[src/rtl/boost_batch_scheduler.sv]
// -----------------------------------------------------------------------------
// boost_batch_scheduler
//
// Purpose: feeds a queue of SNP batch descriptors to the Boost epistasis
// engine one at a time. For each batch it launches the engine, waits for it
// to finish, drains the engine result FIFO into a ready/valid pair stream
// (each pair tagged with its batch id), then clears the engine's done flag.
// Batch and pair counters are kept for the host.
//
// Ports:
//   clk, rst                         clock, synchronous active-high reset
//   desc_valid/desc_ready, desc_*    descriptor push (snp count, case/ctrl len)
//   bt_ready, bt_done                engine idle / batch finished
//   bt_snp_pair_num, bt_snp_pair_out engine FIFO level and read data
//   bt_start, bt_clear_done          one-cycle engine handshake pulses
//   bt_snp_num, bt_case_length,
//   bt_ctrl_length                   parameters of the running batch
//   bt_snp_pair_rd_en                engine FIFO pop
//   pair_valid/pair_ready, pair_data,
//   pair_batch_id, pair_last         output pair stream
//   busy, batch_count, total_pairs   status for the host
// -----------------------------------------------------------------------------
`timescale 1ns/1ps

module boost_batch_scheduler #(
  parameter int PE_WIDTH          = 16,
  parameter int BLOCK_WIDTH       = 16,
  parameter int QUEUE_DEPTH_WIDTH = 2,
  parameter int ID_WIDTH          = 8
) (
  input  logic                     clk,
  input  logic                     rst,
  input  logic                     desc_valid,
  output logic                     desc_ready,
  input  logic [PE_WIDTH-1:0]      desc_snp_num,
  input  logic [BLOCK_WIDTH-1:0]   desc_case_length,
  input  logic [BLOCK_WIDTH-1:0]   desc_ctrl_length,
  input  logic                     bt_ready,
  input  logic                     bt_done,
  input  logic [PE_WIDTH-1:0]      bt_snp_pair_num,
  input  logic [2*PE_WIDTH-1:0]    bt_snp_pair_out,
  output logic                     bt_start,
  output logic                     bt_clear_done,
  output logic [PE_WIDTH-1:0]      bt_snp_num,
  output logic [BLOCK_WIDTH-1:0]   bt_case_length,
  output logic [BLOCK_WIDTH-1:0]   bt_ctrl_length,
  output logic                     bt_snp_pair_rd_en,
  output logic                     pair_valid,
  input  logic                     pair_ready,
  output logic [2*PE_WIDTH-1:0]    pair_data,
  output logic [ID_WIDTH-1:0]      pair_batch_id,
  output logic                     pair_last,
  output logic                     busy,
  output logic [31:0]              batch_count,
  output logic [31:0]              total_pairs
);

  localparam int QUEUE_DEPTH = 1 << QUEUE_DEPTH_WIDTH;
  localparam int DESC_W      = PE_WIDTH + 2 * BLOCK_WIDTH;

  typedef enum logic [2:0] {
    S_IDLE, S_LAUNCH, S_RUN, S_DRAIN_REQ,
    S_DRAIN_CAP, S_DRAIN_HOLD, S_CLEAR, S_WAIT_READY
  } state_t;

  state_t state_q, state_d;

  // Descriptor queue
  logic [DESC_W-1:0]            queue_mem [QUEUE_DEPTH];
  logic [QUEUE_DEPTH_WIDTH-1:0] wr_ptr_q, rd_ptr_q;
  logic [QUEUE_DEPTH_WIDTH:0]   count_q;
  logic                         push, pop;

  // Batch datapath
  logic [PE_WIDTH-1:0]    snp_num_q;
  logic [BLOCK_WIDTH-1:0] case_len_q, ctrl_len_q;
  logic [PE_WIDTH-1:0]    remaining_q;
  logic                   pair_valid_q, pair_last_q;
  logic [2*PE_WIDTH-1:0]  pair_data_q;
  logic [ID_WIDTH-1:0]    batch_id_q;
  logic [31:0]            batch_count_q, total_pairs_q;

  // Readiness depends on the registered count only, so a pop in the same
  // cycle never lets a push into a full queue.
  assign desc_ready = (count_q < (QUEUE_DEPTH_WIDTH+1)'(QUEUE_DEPTH));
  assign push       = desc_valid && desc_ready;
  assign pop        = (state_q == S_IDLE) && (count_q != '0) && bt_ready;

  always_ff @(posedge clk) begin
    if (push) begin
      queue_mem[wr_ptr_q] <= {desc_snp_num, desc_case_length, desc_ctrl_length};
    end
  end

  // State register
  always_ff @(posedge clk) begin
    if (rst) begin
      state_q <= S_IDLE;
    end else begin
      state_q <= state_d;
    end
  end

  // Next-state logic
  always_comb begin
    state_d = state_q;
    unique case (state_q)
      S_IDLE:       if (pop) state_d = S_LAUNCH;
      S_LAUNCH:     state_d = S_RUN;
      S_RUN:        if (bt_done) state_d = (bt_snp_pair_num == '0) ? S_CLEAR : S_DRAIN_REQ;
      S_DRAIN_REQ:  state_d = S_DRAIN_CAP;
      S_DRAIN_CAP:  state_d = S_DRAIN_HOLD;
      // remaining_q is at least 1 here; more than 1 means pairs remain
      // after this handshake.
      S_DRAIN_HOLD: if (pair_valid_q && pair_ready)
                      state_d = (remaining_q > PE_WIDTH'(1)) ? S_DRAIN_REQ : S_CLEAR;
      S_CLEAR:      state_d = S_WAIT_READY;
      S_WAIT_READY: if (bt_ready) state_d = S_IDLE;
      default:      state_d = S_IDLE;
    endcase
  end

  // Output logic
  always_comb begin
    bt_start          = 1'b0;
    bt_clear_done     = 1'b0;
    bt_snp_pair_rd_en = 1'b0;
    unique case (state_q)
      S_LAUNCH:    bt_start          = 1'b1;
      S_DRAIN_REQ: bt_snp_pair_rd_en = 1'b1;
      S_CLEAR:     bt_clear_done     = 1'b1;
      default:     ;
    endcase
    busy = (state_q != S_IDLE) || (count_q != '0);
  end

  // Queue pointers, batch parameters, drain datapath and statistics
  always_ff @(posedge clk) begin
    if (rst) begin
      wr_ptr_q      <= '0;
      rd_ptr_q      <= '0;
      count_q       <= '0;
      snp_num_q     <= '0;
      case_len_q    <= '0;
      ctrl_len_q    <= '0;
      remaining_q   <= '0;
      pair_valid_q  <= 1'b0;
      pair_last_q   <= 1'b0;
      pair_data_q   <= '0;
      batch_id_q    <= '0;
      batch_count_q <= '0;
      total_pairs_q <= '0;
    end else begin
      if (push) wr_ptr_q <= wr_ptr_q + QUEUE_DEPTH_WIDTH'(1);
      if (pop)  rd_ptr_q <= rd_ptr_q + QUEUE_DEPTH_WIDTH'(1);
      unique case ({push, pop})
        2'b10:   count_q <= count_q + (QUEUE_DEPTH_WIDTH+1)'(1);
        2'b01:   count_q <= count_q - (QUEUE_DEPTH_WIDTH+1)'(1);
        default: ;
      endcase

      if (pop) begin
        {snp_num_q, case_len_q, ctrl_len_q} <= queue_mem[rd_ptr_q];
      end

      unique case (state_q)
        S_RUN: begin
          if (bt_done) remaining_q <= bt_snp_pair_num;
        end
        S_DRAIN_CAP: begin
          // Engine read data is valid the cycle after the pop.
          pair_data_q  <= bt_snp_pair_out;
          pair_valid_q <= 1'b1;
          pair_last_q  <= (remaining_q == PE_WIDTH'(1));
        end
        S_DRAIN_HOLD: begin
          if (pair_valid_q && pair_ready) begin
            pair_valid_q  <= 1'b0;
            remaining_q   <= remaining_q - PE_WIDTH'(1);
            total_pairs_q <= total_pairs_q + 32'd1;
          end
        end
        S_CLEAR: begin
          batch_count_q <= batch_count_q + 32'd1;
          batch_id_q    <= batch_id_q + ID_WIDTH'(1);
        end
        default: ;
      endcase
    end
  end

  assign bt_snp_num     = snp_num_q;
  assign bt_case_length = case_len_q;
  assign bt_ctrl_length = ctrl_len_q;
  assign pair_valid     = pair_valid_q;
  assign pair_data      = pair_data_q;
  assign pair_last      = pair_last_q;
  assign pair_batch_id  = batch_id_q;
  assign batch_count    = batch_count_q;
  assign total_pairs    = total_pairs_q;

endmodule

[config.mk]
export PLATFORM = sky130hd
export DESIGN_NAME = boost_batch_scheduler
export DESIGN_NICKNAME = d
export VERILOG_FILES = /design/src/rtl/boost_batch_scheduler.sv
export SDC_FILE = /design/constraint.sdc
export NUM_CORES = 1
export LEC_CHECK = 0
export ABC_AREA = 1
export BUFFER_PORTS_ARGS = -buffer_cell sky130_fd_sc_hd__clkbuf_2
export CAP_MARGIN = 5
export CORE_UTILIZATION = 55
export CTS_BUF_LIST = sky130_fd_sc_hd__clkbuf_4 sky130_fd_sc_hd__clkbuf_8
export CTS_CLUSTER_DIAMETER = 50
export DETAILED_ROUTE_END_ITERATION = 16
export GPL_TIMING_DRIVEN = 0
export PLACE_DENSITY = 0.78
export SETUP_SLACK_MARGIN = 0.15
export SLEW_MARGIN = 40
export SYNTH_ARGS = -nofsm -noshare
export SYNTH_HDL_FRONTEND = slang
export SYNTH_SLANG_ARGS = --single-unit
[constraint.sdc]
create_clock -name clk -period 7.96 [get_ports clk]
set_clock_uncertainty 0.2 [all_clocks]
set_input_delay 0.398 -clock clk [delete_from_list [all_inputs] [get_ports clk]]
set_output_delay 0.398 -clock clk [all_outputs]
set_load 0.02 [all_outputs]
==> tab_implementation.tex <==
\begin{tabular}{lr}
\hline
Metric & Value \\
\hline
\multicolumn{2}{l}{\textbf{Worst setup path}} \\
\quad Req. time, crit path & 8240 ps \\
\quad Cell breakdown of the critical path & buf\_2 > clkinv\_1 > nand3\_2 > nor3\_4 > buf\_2 > ha\_1 > inv\_1 > fa\_1 > a21oi\_1 > o21ai\_0 > o21ai\_0 > a21oi\_1 \\
\quad Beginning of the critical path & state\_q[2] \\
\quad Category of cells accounting for the largest share of critical-path delay & buffers and inverters \\
\quad Data arrival time of the critical path & 3160 ps \\
\quad Setup crit start kind & flop \\
\quad Slowest library cell on the worst path & nor3\_4 \\
\quad Worst Path Buf+Inv & 4 \\
\quad Critical path class & reg -> reg \\
\quad Element type at the critical path end & flop \\
\quad Reg-to-Reg Start & state\_q[2] \\
\quad Worst path max stage delay & 430 ps \\
\quad Largest fanout of any net on the critical path & 10 \\
\multicolumn{2}{l}{\textbf{Clock tree}} \\
\quad Buffer type at the clock tree root & clkbuf\_8 \\
\quad Number of buffers on the longest clock path & 3 \\
\quad Post-CTS clock slew at the launch and capture registers of the worst setup and hold paths & 60 ps \\
\quad H-tree lvl count & 2 \\
\quad Number of buffers created by CTS & 59 \\
\quad Clock latency on the worst-skew pair & 610 ps \\
\quad TritonCTS clock tree & yes \\
\quad Post-CTS setup buffer count & 0 \\
\quad Clock net sink count & 372 \\
\multicolumn{2}{l}{\textbf{Placement}} \\
\quad Placer Congestion & 0.946 \\
\quad Placed Instance Area & 17,600 µm² \\
\quad HPWL after detailed placement & 28,900 µm \\
\quad Port-buffer cells & 260 \\
\multicolumn{2}{l}{\textbf{Route}} \\
\quad Routed via count & 14,110 \\
\quad Max Used Layer & met4 \\
\quad Total Wirelength & 44,400 µm \\
\quad Detailed-routed wire length on met3 & 4070 µm \\
\quad Met1 layer wirelength in the final routing & 16,700 µm \\
\quad Number of routed nets with antenna violations & 0 \\
\quad Detailed Route Iter0 Violations & 1,349 \\
\quad Routed length on met2 & 22,000 µm \\
\quad Router iterations before antenna repair & 6 \\
\quad Vias per inst & 5.44 \\
\quad Number of DRC violations after detailed routing & 0 \\
\quad Routed length per instance & 17.1 µm \\
\multicolumn{2}{l}{\textbf{Min path}} \\
\quad Startpoint of the worst hold path & bt\_snp\_pair\_num[1] \\
\quad Worst hold-check path type & in -> reg \\
\multicolumn{2}{l}{\textbf{Global route}} \\
\quad Overflow left after global routing & 0 \\
\quad Wire length of the first global-routing pass & 68,400 µm \\
\quad Initial antenna violation count & 1 \\
\quad Via count of the first global-routing pass & 13,726 \\
\quad All-Layer GR Usage & 0.303 \\
\quad Maximum number of pins on one net before global-route repair & 18 \\
\multicolumn{2}{l}{\textbf{Logic synthesis}} \\
\quad Syn Inst Count & 1,741 \\
\quad Number of nets in the synthesized netlist & 1,854 \\
\quad Share of flip-flops with an asynchronous set or reset & 0 \\
\quad Post-Synthesis Cell Area & 15,600 µm² \\
\quad Register area share after synthesis & 0.602 \\
\quad Average instance area after synthesis & 8.93 µm² \\
\quad Dominant cell by count in the synthesized netlist & nor2\_1 \\
\quad Top cell type's share of synthesized area & 0.371 \\
\quad Yosys reg bits & 372 \\
\quad Unique cell type count in the Yosys netlist & 46 \\
\quad Leading post-synthesis cells by instance count & 428 x nor2\_1, 264 x nand2\_1, 217 x o21ai\_0 \\
\quad Number of synthesized flops with an enable pin & 192 \\
\quad Most area-hungry cell type in the Yosys netlist & edfxtp\_1 \\
\quad Synth top area cells & edfxtp\_1 37\%, dfxtp\_1 23\%, nor2\_1 10\%, o21ai\_0 7.0\%, nand2\_1 6.4\% \\
\quad Primary FF master, synth & edfxtp\_1 \\
\quad Warnings from Yosys & 0 \\
\multicolumn{2}{l}{\textbf{STA}} \\
\quad Final setup violating endpoints & 0 \\
\quad Total Negative Setup Slacks & 0 ps \\
\quad Relative slew slack & 0.517 \\
\quad Setup repair after global routing missed its margin & no \\
\quad Part of the cycle the worst path needs & 0.362 \\
\quad Fin. Hold Viols & 0 \\
\quad Min cycle time layout & 2880 ps \\
\quad Maximum clock frequency & 347 MHz \\
\quad Total count of max-transition violations in the final report & 0 \\
\quad Slew of the pin with the lowest slew margin & 725 ps \\
\multicolumn{2}{l}{\textbf{Pwr}} \\
\quad Sequential group share of total power & 0.434 \\
\quad Clock Power Share & 0.320 \\
\quad Peak supply drop & 0.000199 V \\
\quad Cell Pwr Density & 273 nW/µm² \\
\quad Fraction of power spent switching nets & 0.330 \\
\quad Cell-internal power & 0.00364 W \\
\quad Logic gate share of total power & 0.246 \\
\quad Net switching power & 0.00179 W \\
\quad LEAKAGE & 7.90 nW \\
\multicolumn{2}{l}{\textbf{Run status}} \\
\quad Run status & finished clean \\
\multicolumn{2}{l}{\textbf{Finish}} \\
\quad Number of inserted filler cells in the final layout & 2,080 \\
\quad Layout cell share with drive strength beyond 1 & 0.193 \\
\quad Net count, final & 2,279 \\
\quad Post-synthesis to final-layout area growth & 27.6\% \\
\quad Final non-filler cell area & 19,800 µm² \\
\multicolumn{2}{l}{\textbf{Die}} \\
\quad \# IOs & 261 \\
\quad Die X & 170 µm \\
\quad Rows & 61 \\
\quad Height of the chip & 170 µm \\
\quad Effective utilization at floorplan & 0.560 \\
\quad Placeable core region & 27,800 µm² \\
\quad Area enclosed by the die boundary & 29,000 µm² \\
\multicolumn{2}{l}{\textbf{Flow run}} \\
\quad Count of max-cap constraint violations & 0 \\
\hline
\end{tabular}
[what timing repair did]
action | 4_1_cts | 5_1_grt
hold buffers | 92 | 0
gates resized for setup | 0 | 0
endpoints found under the setup margin | 0 | 0
endpoints found under the hold margin | 236 | 0
[final timing paths]
check,endpoint,slack (ps),depth (start not counted)
max reg2reg,count_q[2],5080,12
max,count_q[2],5080,12
min,remaining_q[1],30,5
min reg2reg,remaining_q[5],280,2
[metrics by stage]
stage	util	power (W)	hold slack [ps]	worst slack, ps	std cells
2_1_floorplan	-	0.00317	252	4570	1741
3_3_place_gp	0.624	0.00357	264	3040	2379
3_5_place_dp	0.635	0.00365	271	5070	2391
4_1_cts	0.714	0.00539	16.4	5080	2593
5_1_grt	0.714	0.00566	35.9	4820	2594
6_report	0.714	0.00543	26.6	5080	2594
[power groups by stage]
stage,registers (W),logic [W],clock network [W]
2_1_floorplan,0.00249,0.000678,0
3_3_place_gp,0.00239,0.00118,0
3_5_place_dp,0.00239,0.00126,0
4_1_cts,0.00235,0.00131,0.00174
5_1_grt,0.00237,0.00145,0.00184
6_report,0.00236,0.00134,0.00173
[routing by layer]
layer	up-vias	track usage
li1	6707	-
met1	6548	0.353
met2	712	0.526
met3	143	0.0693
met4	0	0.147
met5	-	0
[cells in the final DEF, fill, tap and decap left out, drive strengths merged, types with 4 or more instances in the layout]
master         n
clkinv        13
a21oi         75
o21ai        224
a31oi         48
clkbuf       411
nand3         52
buf           34
dfxtp        180
edfxtp       192
ha            10
or2            4
nand2        267
o21a           4
nor3          19
nand3b        10
xnor2          8
inv          107
xor2           7
nand4         11
nor2         435
dlygate4sd3   92
[layout make-up]
class                      instances  area, µm²  area share
tap                              378        473      0.0238
timing repair buffer             364       2500       0.126
clock inverter                    15        111     0.00561
antenna                            1       2.50    0.000126
inverter                         107        405      0.0204
multi-input combinational       1184       5480       0.276
sequential                       372       9370       0.472
clock buffer                      95       1180      0.0593
buffer                            78        332      0.0167
[logic make-up after synthesis]
family                     after synthesis  share of synthesized area
and+or+nand+nor                        803                      0.213
buffers and inverters                  185                     0.0474
AOI/OAI and AO/OA                      355                      0.120
adders and majority gates               11                    0.00933
xor gates and xnor gates                15                    0.00845
DFF                                    372                      0.602
[state kept, by name (all words and copies together), names as in the netlist]
register        count
count_q             3
bt_case_length     16
pair_data          32
pair_last           1
bt_snp_num         16
remaining_q        16
pair_valid          1
pair_batch_id       8
batch_count        32
queue_mem         192
state_q             3
total_pairs        32
rd_ptr_q            2
wr_ptr_q            2
bt_ctrl_length     16
[worst register-to-register path, cell delays in order, from the launching register on]
cell      delay (ps)
dfxtp_1          300
buf_2            170
clkinv_1         100
nand3_2          100
nor3_4           430
buf_2            360
ha_1             200
inv_1             60
fa_1             380
a21oi_1          140
o21ai_0          110
o21ai_0          150
a21oi_1           50
No activity file was read; power rests on OpenSTA's default activity.
